===== config.mk =====
export PLATFORM = sky130hd
export DESIGN_NAME = arp_tx_sched
export DESIGN_NICKNAME = d
export VERILOG_FILES = /design/src/rtl/arp_sched_pkg.sv /design/src/rtl/sync_edge.sv /design/src/rtl/arp_tx_sched.sv
export SDC_FILE = /design/constraint.sdc
export NUM_CORES = 1
export LEC_CHECK = 0
export CAP_MARGIN = 20
export CORE_UTILIZATION = 49
export DETAILED_ROUTE_END_ITERATION = 6
export GPL_TIMING_DRIVEN = 0
export MAX_ROUTING_LAYER = met4
export PLACE_DENSITY_LB_ADDON = 0.08
export SETUP_SLACK_MARGIN = 0.05
export SYNTH_ARGS = -nofsm -noshare
export SYNTH_HDL_FRONTEND = slang
export SYNTH_HIERARCHICAL = 1
export SYNTH_SLANG_ARGS = --single-unit
export TNS_END_PERCENT = 30

===== constraint.sdc =====
create_clock -name clk -period 3 [get_ports clk]
set_input_delay 0.6 -clock clk [delete_from_list [all_inputs] [get_ports clk]]
set_output_delay 0.6 -clock clk [all_outputs]
set_load 0.005 [all_outputs]

===== src/rtl/arp_sched_pkg.sv =====
// Shared types and constants for the ARP transmit scheduler.
package arp_sched_pkg;

  typedef enum logic [1:0] {
    ST_IDLE       = 2'd0,
    ST_ISSUE      = 2'd1,
    ST_TX_BUSY    = 2'd2,
    ST_WAIT_REPLY = 2'd3
  } arp_state_e;

  localparam logic ARP_REQ   = 1'b0;
  localparam logic ARP_REPLY = 1'b1;

  // Bits needed to hold 0..n, never less than one bit.
  function automatic int unsigned cnt_w(input int unsigned n);
    return (n < 1) ? 1 : $clog2(n + 1);
  endfunction

endpackage


===== src/rtl/sync_edge.sv =====
// Two-flop synchronizer for an asynchronous level, followed by a
// registered single-cycle pulse on each rising edge.
module sync_edge (
  input  logic clk,
  input  logic rst_n,
  input  logic d_i,
  output logic rise_o
);

  logic meta_q, sync_q, prev_q, rise_q;

  // Synchronize, keep a delayed copy, and register the edge pulse.
  always_ff @(posedge clk or negedge rst_n) begin
    if (!rst_n) begin
      meta_q <= 1'b0;
      sync_q <= 1'b0;
      prev_q <= 1'b0;
      rise_q <= 1'b0;
    end else begin
      meta_q <= d_i;
      sync_q <= meta_q;
      prev_q <= sync_q;
      rise_q <= sync_q & ~prev_q;
    end
  end

  assign rise_o = rise_q;

endmodule


===== src/rtl/arp_tx_sched.sv =====
// ARP transmit scheduler: one frame in flight, replies before requests,
// request retry with reply timeout, periodic refresh while resolved.
module arp_tx_sched
  import arp_sched_pkg::*;
#(
  parameter int unsigned REPLY_TIMEOUT = 125_000_000,
  parameter int unsigned MAX_RETRY     = 3,
  parameter int unsigned REFRESH_CYC   = 1_250_000_000,
  parameter int unsigned TX_WDOG       = 4096
) (
  input  logic clk,
  input  logic sys_rst_n,
  input  logic touch_key,
  input  logic arp_rx_done,
  input  logic arp_rx_type,
  input  logic tx_done,
  output logic arp_tx_en,
  output logic arp_tx_type,
  output logic resolved,
  output logic arp_fail,
  output logic tx_wdog_err,
  output logic busy
);

  localparam int unsigned RT_W = cnt_w(REPLY_TIMEOUT);
  localparam int unsigned RC_W = cnt_w(MAX_RETRY);
  localparam int unsigned RF_W = cnt_w(REFRESH_CYC);
  localparam int unsigned WD_W = cnt_w(TX_WDOG);

  localparam logic [RT_W-1:0] RT_LAST = RT_W'(REPLY_TIMEOUT - 1);
  localparam logic [RC_W-1:0] RC_MAX  = RC_W'(MAX_RETRY);
  localparam logic [RF_W-1:0] RF_LAST = RF_W'(REFRESH_CYC - 1);
  localparam logic [WD_W-1:0] WD_LAST = WD_W'(TX_WDOG - 1);

  arp_state_e      state_q, state_d;
  logic            kind_q, kind_d;
  logic            ret_wait_q, ret_wait_d;
  logic            reply_pend_q, reply_pend_d;
  logic            req_pend_q, req_pend_d;
  logic [RT_W-1:0] rtmr_q, rtmr_d;
  logic [RC_W-1:0] retry_q, retry_d;
  logic [RF_W-1:0] rfsh_q, rfsh_d;
  logic [WD_W-1:0] wdog_q, wdog_d;
  logic            tx_en_q, tx_en_d;
  logic            tx_type_q, tx_type_d;
  logic            resolved_q, resolved_d;
  logic            fail_q, fail_d;
  logic            wdog_err_q, wdog_err_d;
  logic            busy_q, busy_d;

  logic key_rise;
  logic rx_req, rx_rep;
  logic refresh_hit;
  logic clr_reply, clr_req;
  logic req_outstanding;

  sync_edge u_key_sync (
    .clk    (clk),
    .rst_n  (sys_rst_n),
    .d_i    (touch_key),
    .rise_o (key_rise)
  );

  // Scheduler next-state, counters and registered-output decisions.
  always_comb begin
    state_d     = state_q;
    kind_d      = kind_q;
    ret_wait_d  = ret_wait_q;
    rtmr_d      = rtmr_q;
    retry_d     = retry_q;
    rfsh_d      = rfsh_q;
    wdog_d      = wdog_q;
    tx_type_d   = tx_type_q;
    resolved_d  = resolved_q;
    fail_d      = 1'b0;
    wdog_err_d  = 1'b0;
    refresh_hit = 1'b0;
    clr_reply   = 1'b0;
    clr_req     = 1'b0;
    rx_req      = arp_rx_done & ~arp_rx_type;
    rx_rep      = arp_rx_done & arp_rx_type;

    case (state_q)
      ST_IDLE: begin
        if (resolved_q) begin
          if (rfsh_q == RF_LAST) begin
            rfsh_d      = '0;
            refresh_hit = 1'b1;
          end else begin
            rfsh_d = rfsh_q + 1'b1;
          end
        end
        if (reply_pend_q) begin
          state_d    = ST_ISSUE;
          kind_d     = ARP_REPLY;
          ret_wait_d = 1'b0;
        end else if (req_pend_q) begin
          state_d    = ST_ISSUE;
          kind_d     = ARP_REQ;
          ret_wait_d = 1'b0;
        end
      end

      ST_ISSUE: begin
        state_d = ST_TX_BUSY;
        wdog_d  = wdog_q + 1'b1;
        if (kind_q == ARP_REPLY) clr_reply = 1'b1;
        else                     clr_req   = 1'b1;
      end

      ST_TX_BUSY: begin
        wdog_d = wdog_q + 1'b1;
        if (tx_done) begin
          if (kind_q == ARP_REQ) begin
            state_d = ST_WAIT_REPLY;
            rtmr_d  = '0;
          end else begin
            state_d = ret_wait_q ? ST_WAIT_REPLY : ST_IDLE;
          end
        end else if (wdog_q == WD_LAST) begin
          wdog_err_d = 1'b1;
          retry_d    = '0;
          state_d    = ST_IDLE;
        end
      end

      ST_WAIT_REPLY: begin
        if (rx_rep) begin
          resolved_d = 1'b1;
          retry_d    = '0;
          rfsh_d     = '0;
          state_d    = ST_IDLE;
        end else if (reply_pend_q) begin
          // Timer is left untouched here so the wait resumes where it stopped.
          state_d    = ST_ISSUE;
          kind_d     = ARP_REPLY;
          ret_wait_d = 1'b1;
        end else if (rtmr_q == RT_LAST) begin
          if (retry_q < RC_MAX) begin
            retry_d    = retry_q + 1'b1;
            state_d    = ST_ISSUE;
            kind_d     = ARP_REQ;
            ret_wait_d = 1'b0;
          end else begin
            fail_d     = 1'b1;
            resolved_d = 1'b0;
            retry_d    = '0;
            state_d    = ST_IDLE;
          end
        end else begin
          rtmr_d = rtmr_q + 1'b1;
        end
      end

      default: state_d = ST_IDLE;
    endcase

    // Start of a frame: arm the watchdog and present the frame kind.
    if (state_d == ST_ISSUE && state_q != ST_ISSUE) begin
      wdog_d    = '0;
      tx_type_d = kind_d;
    end

    // A request is outstanding from its issue until the reply wait ends,
    // including any reply squeezed in while waiting.
    req_outstanding = (state_q == ST_WAIT_REPLY) ||
                      (((state_q == ST_ISSUE) || (state_q == ST_TX_BUSY)) &&
                       ((kind_q == ARP_REQ) || ret_wait_q));

    reply_pend_d = (reply_pend_q & ~clr_reply) | rx_req;
    req_pend_d   = (req_pend_q & ~clr_req) |
                   ((key_rise | refresh_hit) & ~req_outstanding);

    tx_en_d = (state_d == ST_ISSUE);
    busy_d  = (state_d != ST_IDLE);
  end

  // State, pending flags, counters and registered outputs.
  always_ff @(posedge clk or negedge sys_rst_n) begin
    if (!sys_rst_n) begin
      state_q      <= ST_IDLE;
      kind_q       <= ARP_REQ;
      ret_wait_q   <= 1'b0;
      reply_pend_q <= 1'b0;
      req_pend_q   <= 1'b0;
      rtmr_q       <= '0;
      retry_q      <= '0;
      rfsh_q       <= '0;
      wdog_q       <= '0;
      tx_en_q      <= 1'b0;
      tx_type_q    <= 1'b0;
      resolved_q   <= 1'b0;
      fail_q       <= 1'b0;
      wdog_err_q   <= 1'b0;
      busy_q       <= 1'b0;
    end else begin
      state_q      <= state_d;
      kind_q       <= kind_d;
      ret_wait_q   <= ret_wait_d;
      reply_pend_q <= reply_pend_d;
      req_pend_q   <= req_pend_d;
      rtmr_q       <= rtmr_d;
      retry_q      <= retry_d;
      rfsh_q       <= rfsh_d;
      wdog_q       <= wdog_d;
      tx_en_q      <= tx_en_d;
      tx_type_q    <= tx_type_d;
      resolved_q   <= resolved_d;
      fail_q       <= fail_d;
      wdog_err_q   <= wdog_err_d;
      busy_q       <= busy_d;
    end
  end

  assign arp_tx_en   = tx_en_q;
  assign arp_tx_type = tx_type_q;
  assign resolved    = resolved_q;
  assign arp_fail    = fail_q;
  assign tx_wdog_err = wdog_err_q;
  assign busy        = busy_q;

endmodule


Word-level counts from Yosys, hierarchy flattened. Cells that the tools add are included.

Add/subtract/negate cells: 4. $lt $le $gt $ge: 1. Equal/unequal tests: 24. Muxes and demuxes: 63. Bitwise gates (word level): 15. Reductions and logical operators: 17.

Operator list (count): 27-bit 2-to-1 mux (5); 31-bit 2-to-1 mux (3); 31-bit case mux with 2 select lines (1); 27-bit case mux with 2 select lines (1); 1-bit 2-to-1 mux (32); 31-bit by 1-bit adder with 31-bit output, second input constant (1); 31-bit == test, second input constant (1); 2-bit 2-to-1 mux (15); 27-bit by 1-bit adder with 27-bit output, second input constant (1); 27-bit == test, second input constant (1); 13-bit 2-to-1 mux (2); 2-bit != test, second input constant (10); 3-bit != test, second input constant (5); 13-bit by 1-bit adder with 13-bit output, second input constant (1); 13-bit by 12-bit == test with 1-bit output, second input constant (1); 5-bit AND reduction (2); 2-bit nonzero test (5); 2-bit case mux with 4 select lines (1); 1-bit AND (6); 1-bit inverter (6); 6-bit AND reduction (1); 2-bit by 1-bit == test with 1-bit output, second input constant (2); 2-bit == test, second input constant (2); 2-bit by 1-bit != test with 1-bit output, second input constant (2); 11 further kinds (17).

Register bits after elaboration: 89.

Longest topological paths before layout. Gate-level depths: netlist of run 1.

Depth after elaboration: 9. Mapped depth: 9. Gate-level depth less buffers: 8.

Modules after synthesis. Netlist of run 1, hierarchy kept.

By module, submodules not included: arp_tx_sched (instances 1, cells an instance 518, area each 4737.0 µm², sequential area each 2127.0 µm²); sync_edge (instances 1, cells an instance 5, area each 113.9 µm², sequential area each 100.1 µm²).

Worst setup path after synthesis of run 1. Ideal clock, no wire load.

Kind: input port to flip-flop. Start point: input port tx_done. End point: register tx_type_q (netlist: arp_tx_type). Arrival: 2.472 ns. Slack: 0.400 ns. Stages: 6. Path buffers: 0. Cells stage by stage: or3b_1 > o41ai_1 > a31oi_1 > o311a_4 > a2111oi_4 > mux2_1.

Word-level cells in the longest chain between the ends: 4.

Ends and longest elaborated chain: from (decl) (line arp_tx_sched.sv:16) `input logic tx_done,`; 2-bit 2-to-1 mux (line arp_tx_sched.sv:113) `if (tx_done) begin`; 2-bit case mux with 4 select lines (line arp_tx_sched.sv:83) `case (state_q)`; via state_d[1] (line arp_tx_sched.sv:35) `arp_state_e state_q, state_d;`; 2-bit by 1-bit == test with 1-bit output (line arp_tx_sched.sv:159) `if (state_d == ST_ISSUE && state_q != ST_ISSUE) begin`; 1-bit logical AND (line arp_tx_sched.sv:159); to (signal assigned) (line arp_tx_sched.sv:207) `tx_type_q <= tx_type_d;`; to (decl) (line arp_tx_sched.sv:45) `logic tx_type_q, tx_type_d;`.

The timed path passes the listed nets, and every way through them passes these cells. A chain may end at the register's enable or synchronous reset.

Worst setup path after layout of run 1. Same ends and word-level chain as after synthesis.

==> flow_summary.toml, run 1 <==
[outcome]
status = "completed"

[sta]
finalHoldViolCount = 0
fmax_ghz = 0.342
layout_setup_ws_ps = 79.5
tightest_slew_ps = 747
period_minus_slack_ps = 2920
rsz0062_at_grt = "true"
setup_viol = 0
post-route-period-util_pct = 97.3
skew_ps = 10.8
slew_headroom_pct = 50.1
final.setup.tns_ps = 0
slew_violations = 0

[global_route]
grt_overflow_total = 0
grt_pass1_wl_mm = 17.8
grt_usage_pct = 22.8
grt_max_degree = 46
antenna_found_initial = 0
grt_pass1_vias = 3795

[floorplanning]
die-area_mm2 = 0.0103
io_pins = 12
initial_core_util_pct = 51.5
core_mm2 = 0.00942
dieHeight_um = 101
dieWidth_um = 101
num_rows = 35

[placed_design]
post-place-ws_ps = -568
dp_hpwl_mm = 7.24
placedCellCount = 664
place.port_buffers = 11
postPlaceCellArea_mm2 = 0.00515
gp_congestion = 0.882

[route]
wl_per_cell_um = 15.3
via_count = 3895
drt-initial-drc-count = 152
avgViaCountPerCell = 5.74
antenna_left = 0
drt_wl_total_mm = 10.4
drcViolationCount = 0
first_pass_iters = 4

[finish]
regArea_mm2 = 0.00223
area_growth_pct = 11.6
final_nets = 561
antenna_cells = 0
final_layout_size_suffix_gt1_share_pct = 6.00
multiInputGateArea_mm2 = 0.00251
layout.cells.non_filler = 679
nFillCells = 841
design_area_mm2 = 0.00541

[clocking]
htree_levels = 3
path_clk_slew_ps = 80
cts_buffers = 9
clockBufferDepth = 2
cts_tree = "yes"
clk_latency_ps = 360
root_buffer = "clkbuf_8"
holdBufCountCts = 0
cts_sinks = 89

[power]
power.density_mw_per_mm2 = 752
p_clk_share_pct = 21.2
vdd_ir_drop_max_mv = 0.356
combPwrFrac_pct = 37.4
netSwitchingFraction_pct = 38.5
sequentialPowerShare_pct = 41.5
p_int_mw = 2.50
total_power_mw = 4.07
p_leak_nw = 2.25
p_sw_mw = 1.57

[logic_synthesis]
synth_edf_count = 0
yosys_warnings = 6
syn_nets = 537
synth.avg_cell_area_um2 = 9.28
ys_ff_latch = 89
ys_async_sr_fraction_pct = 100
ys_types = 50
syn-cell-area_mm2 = 0.00485
synthFlopType = "dfrtp_1"
synth_cells = 523
yosysSeqAreaShare_pct = 45.9

[worst_setup_path]
crit_required_ps = 3240
cp_num_cells = 8
worstReg2RegStart = "state_q[0]"
endpoint = "arp_tx_type"
crit_type = "primary input to flop"
r2r_end = "rfsh_q[25]"
cp_top_family = "compound AO/OA/AOI/OAI gates"
startpoint = "tx_done"
cp_max_fo = 6
path_buf_inv = 2
cp.arrival_ps = 3160
rrSetupSlack_ps = 230
crit_path_start_kind = "primary input"
slowest_delay_ps = 540
cp-end-kind = "flop"
rr_worst_depth = 8
path_cells = "clkdlybuf4s50_1 -> or3b_1 -> o41ai_4 -> a31oi_1 -> o311a_4 -> a2111oi_4 -> buf_4 -> mux2_1"
worst_path_max_delay_cell = "clkdlybuf4s50_1"

[job]
drv_cap = 0

[worst_hold_path]
hold_path_class = "primary input to asynchronous set/reset pin"
cells in the mapped netlist (10+ instances only):
cell type / instances / area [µm²]
dfrtp_1: 89 / 2230
nor2_1: 57 / 214
nand2_1: 49 / 184
o21ai_0: 29 / 145
xnor2_1: 28 / 245
nand3_1: 26 / 130
nor4_1: 22 / 138
clkbuf_1: 21 / 78.8
inv_1: 21 / 78.8
nand2b_1: 17 / 106
mux2i_1: 15 / 150
nand4_1: 15 / 93.8
nor3_1: 15 / 75.1
and3_1: 12 / 75.1
a21oi_1: 11 / 55.1
xor2_1: 10 / 87.6
cells in the final DEF, fill, tap and decap left out, types with 3 or more instances in the layout:
master,count
nor4_4,3
buf_4,4
and3_1,12
dfrtp_1,89
a21oi_1,10
nor4b_1,6
nor2b_1,7
nor2_1,57
xor2_1,10
or3_1,6
clkdlybuf4s50_1,10
clkbuf_8,9
nand3_1,26
ha_1,8
nand2b_1,17
nor4_1,22
nand4_1,15
and4_1,4
and2_1,6
o21ai_0,29
mux2i_1,15
a31oi_1,5
a21o_1,5
nand2_1,49
nor3_1,14
o31ai_1,7
clkbuf_1,20
inv_1,21
xnor2_1,28
flip-flops by register name, indices dropped and copies added (netlist names):
signal,flops
arp_fail,1
u_key_sync/sync_q,1
wdog_q,13
resolved,1
rfsh_q,31
req_pend_q,1
u_key_sync/meta_q,1
rtmr_q,27
u_key_sync/prev_q,1
ret_wait_q,1
retry_q,2
arp_tx_type,1
arp_tx_en,1
state_q,2
tx_wdog_err,1
u_key_sync/rise_o,1
reply_pend_q,1
kind_q,1
busy,1
cell type report:
cell class	count	share of cell area (%)
multi-input cells	390	46.3
well taps	129	2.98
repair buffers	14	2.77
flip-flops and latches	89	41.1
clock buffers	10	2.36
clock inverters	4	1.29
plain buffers	22	1.64
inverters	21	1.46
power groups by stage:
| stage | registers, mW | logic (mW) | clock network [mW] |
|---|---|---|---|
| 4_1_cts | 1.68 | 1.49 | 0.892 |
| 5_1_grt | 1.73 | 1.71 | 0.937 |
| 3_5_place_dp | 1.71 | 1.44 | 0 |
| 2_1_floorplan | 1.65 | 1.06 | 0 |
| 3_3_place_gp | 1.70 | 1.40 | 0 |
| 6_report | 1.69 | 1.52 | 0.861 |
repair_timing:
item	4_1_cts	5_1_grt
hold endpoints to repair	0	0
setup buffers	2	0
pin swaps	1	0
resized for setup	1	9
endpoints found under the setup margin	12	38
metal layers:
metal	up-vias	part of all wire (%)	global-route usage (%)
met5	-	0	-
li1	1895	-	-
met2	59	50	38.0
met1	1931	47	28.7
met4	0	0.86	5.46
met3	10	2.8	4.42
how the worst min path moves through the flow:
| stage | from | to | depth (start not counted) |
|---|---|---|---|
| after floorplan | sys_rst_n | arp_fail | 0 |
| after global placement | u_key_sync/meta_q | u_key_sync/sync_q | 0 |
| after detailed placement | u_key_sync/meta_q | u_key_sync/sync_q | 0 |
| after CTS | sys_rst_n | wdog_q[0] | 1 |
| after global routing | sys_rst_n | rfsh_q[22] | 1 |
| final | sys_rst_n | rfsh_q[23] | 1 |
through the flow:
step	hold slack, ps	util [%]
finish	244	57.5
global route	278	57.5
CTS	258	57.0
detailed placement	337	54.7
global placement	337	54.4
floorplan	304	-
cell families after synthesis:
kind of cell,share of synthesized area [%]
multiplexers,3.56
flip-flops,45.9
buffers and inverters,3.51
AO/OA/AOI/OAI,9.93
XOR/XNOR,6.86
AND/OR/NAND/NOR,28.2
adder cells (fa/ha/maj),2.06
No activity file was read; power rests on OpenSTA's default activity.
==> run 2, diff against run 1 <==
--- a/config.mk
+++ b/config.mk
@@ -7,6 +7,7 @@
 export LEC_CHECK = 0
 export CAP_MARGIN = 20
 export CORE_UTILIZATION = 49
+export CTS_BUF_LIST = sky130_fd_sc_hd__clkbuf_16
 export DETAILED_ROUTE_END_ITERATION = 6
 export GPL_TIMING_DRIVEN = 0
 export MAX_ROUTING_LAYER = met4
==> run 2 against run 1 <==
Compared with the run above:
- first-iteration DRC count is 4.6% higher
- via count hardly changed
- critical path depth stayed put
- hold slack better by 18 ps
- utilization is 1.0 points higher
- total power is 7.2% higher
- critical endpoint is now rfsh_q[29]
- largest cell class unchanged
- largest power group unchanged
==> flow_summary.toml, run 2 (same netlist as run 1, synthesis figures left out) <==
[outcome]
status = "completed"

[sta]
slew_headroom_pct = 51.9
post-route-period-util_pct = 95.0
finalHoldViolCount = 0
skew_ps = 7.28
period_minus_slack_ps = 2850
fmax_ghz = 0.351
whs_ps = 262
tightest_slew_ps = 720
rsz0062_at_grt = "true"
final.setup.tns_ps = 0
slew_violations = 0
setup_viol = 0

[finish]
final_nets = 562
final_layout_size_suffix_gt1_share_pct = 5.63
utilization_pct = 58.5
layout_commonest_cell = "dfrtp_1"
nFillCells = 818
antenna_cells = 0
area_growth_pct = 13.5
top_regs = "rfsh_q: 31 flops, rtmr_q: 27 flops, wdog_q: 13 flops"
largest_reg_flops = 31
top_register = "rfsh_q"
final_cell_mix = "89 x dfrtp_1, 57 x nor2_1, 49 x nand2_1, 29 x o21ai_0, 28 x xnor2_1"

[power]
power.density_mw_per_mm2 = 792
total_power_mw = 4.36
p_leak_nw = 2.29
vdd_ir_drop_max_mv = 0.505

[route]
drcViolationCount = 0
avgViaCountPerCell = 5.73
first_pass_iters = 5
drt_wl_total_mm = 10.4
via_count = 3894
drt-initial-drc-count = 159
wl_per_cell_um = 15.3
antenna_left = 0

[floorplanning]
core_mm2 = 0.00942
dieHeight_um = 101
initial_core_util_pct = 51.5
dieWidth_um = 101
die-area_mm2 = 0.0103
num_rows = 35
io_pins = 12

[worst_setup_path]
worstReg2RegStart = "state_q[0]"
rr_worst_depth = 8
cp-end-kind = "flop"
path_cells = "ha_1 -> a21boi_1 -> or3_1 -> clkbuf_1 -> or4_1 -> nor3_1 -> xnor2_1 -> nor2_1"
crit_type = "flop to flop"
rrSetupSlack_ps = 150
cp.arrival_ps = 3060
slowest_delay_ps = 670
crit_path_start_kind = "flop"
crit_required_ps = 3210
cp_max_fo = 8
r2r_end = "rfsh_q[29]"
worst_path_max_delay_cell = "or4_1"

[global_route]
grt_pass1_wl_mm = 18.0
grt_max_degree = 46
grt_overflow_total = 0
grt_usage_pct = 23.1
antenna_found_initial = 0
grt_pass1_vias = 3809

[placed_design]
place.port_buffers = 11
dp_hpwl_mm = 7.24
gp_congestion = 0.882

[clocking]
cts_buffers = 9
cts_tree = "yes"
path_clk_slew_ps = 60
htree_levels = 3
root_buffer = "clkbuf_16"
clockBufferDepth = 2
cts_sinks = 89
clk_latency_ps = 340

[worst_hold_path]
hold_path_class = "primary input to asynchronous set/reset pin"

[job]
drv_cap = 0
## run 2: cell type report
cell class	instances	area, µm²	share of cell area, %
Buffer	23	91.3	1.66
Clock buffer	9	225	4.09
Clock inverter	5	73.8	1.34
Inverter	21	78.8	1.43
Multi-Input combinational cell	390	2500	45.3
Sequential cell	89	2230	40.4
Tap cell	129	161	2.93
Timing Repair Buffer	14	153	2.77
## run 2: worst max path at each step
stage                from           to  depth (start not counted)
2_1_floorplan     tx_done  arp_tx_type                          6
3_3_place_gp    sys_rst_n    rtmr_q[8]                          1
3_5_place_dp      tx_done  arp_tx_type                          7
4_1_cts        state_q[0]   rfsh_q[30]                          8
5_1_grt        rfsh_q[10]   rfsh_q[17]                          8
6_report       state_q[0]   rfsh_q[29]                          8
## run 2: layer usage
layer  share of wire, %  GRT usage, %  up-vias  wire (µm)
met3                3.1          4.83        7        322
met1                 46          29.1     1923       4800
met4               0.71          5.13        0         74
met5                  0             -        -          0
met2                 50          38.4       63       5210
li1                   -             -     1901          -
## run 2: where the power goes
group / internal, mW / leakage, nW / switching [mW] / total [mW]
clock network: 0.714 / 0.152 / 0.442 / 1.16
registers: 1.45 / 1.16 / 0.245 / 1.69
logic: 0.602 / 0.971 / 0.914 / 1.52
total: 2.76 / 2.29 / 1.60 / 4.36
## run 2: repair_timing
item	in CTS	in global routing
endpoints found under the setup margin	14	37
pin swaps	1	0
setup buffers	2	0
gates cloned	0	0
gates resized for setup	2	5
hold buffers	0	0
## run 2: through the flow
step	setup WS (ps)	area [µm²]	instances
floorplan	400	4850	523
global placement	-1990	5120	663
detailed placement	-568	5150	664
CTS	42.4	5480	680
global route	-91.9	5510	680
finish	150	5510	680
## run 2: critical path, delay by kind of cell, from the launching register on
| family | cells | cell delay (ps) |
|---|---|---|
| and+or+nand+nor | 4 | 1350 |
| AOI/OAI and AO/OA | 1 | 270 |
| buffers and inverters | 1 | 200 |
| adders and majority gates | 1 | 320 |
| DFF | 1 | 440 |
| xor gates and xnor gates | 1 | 150 |
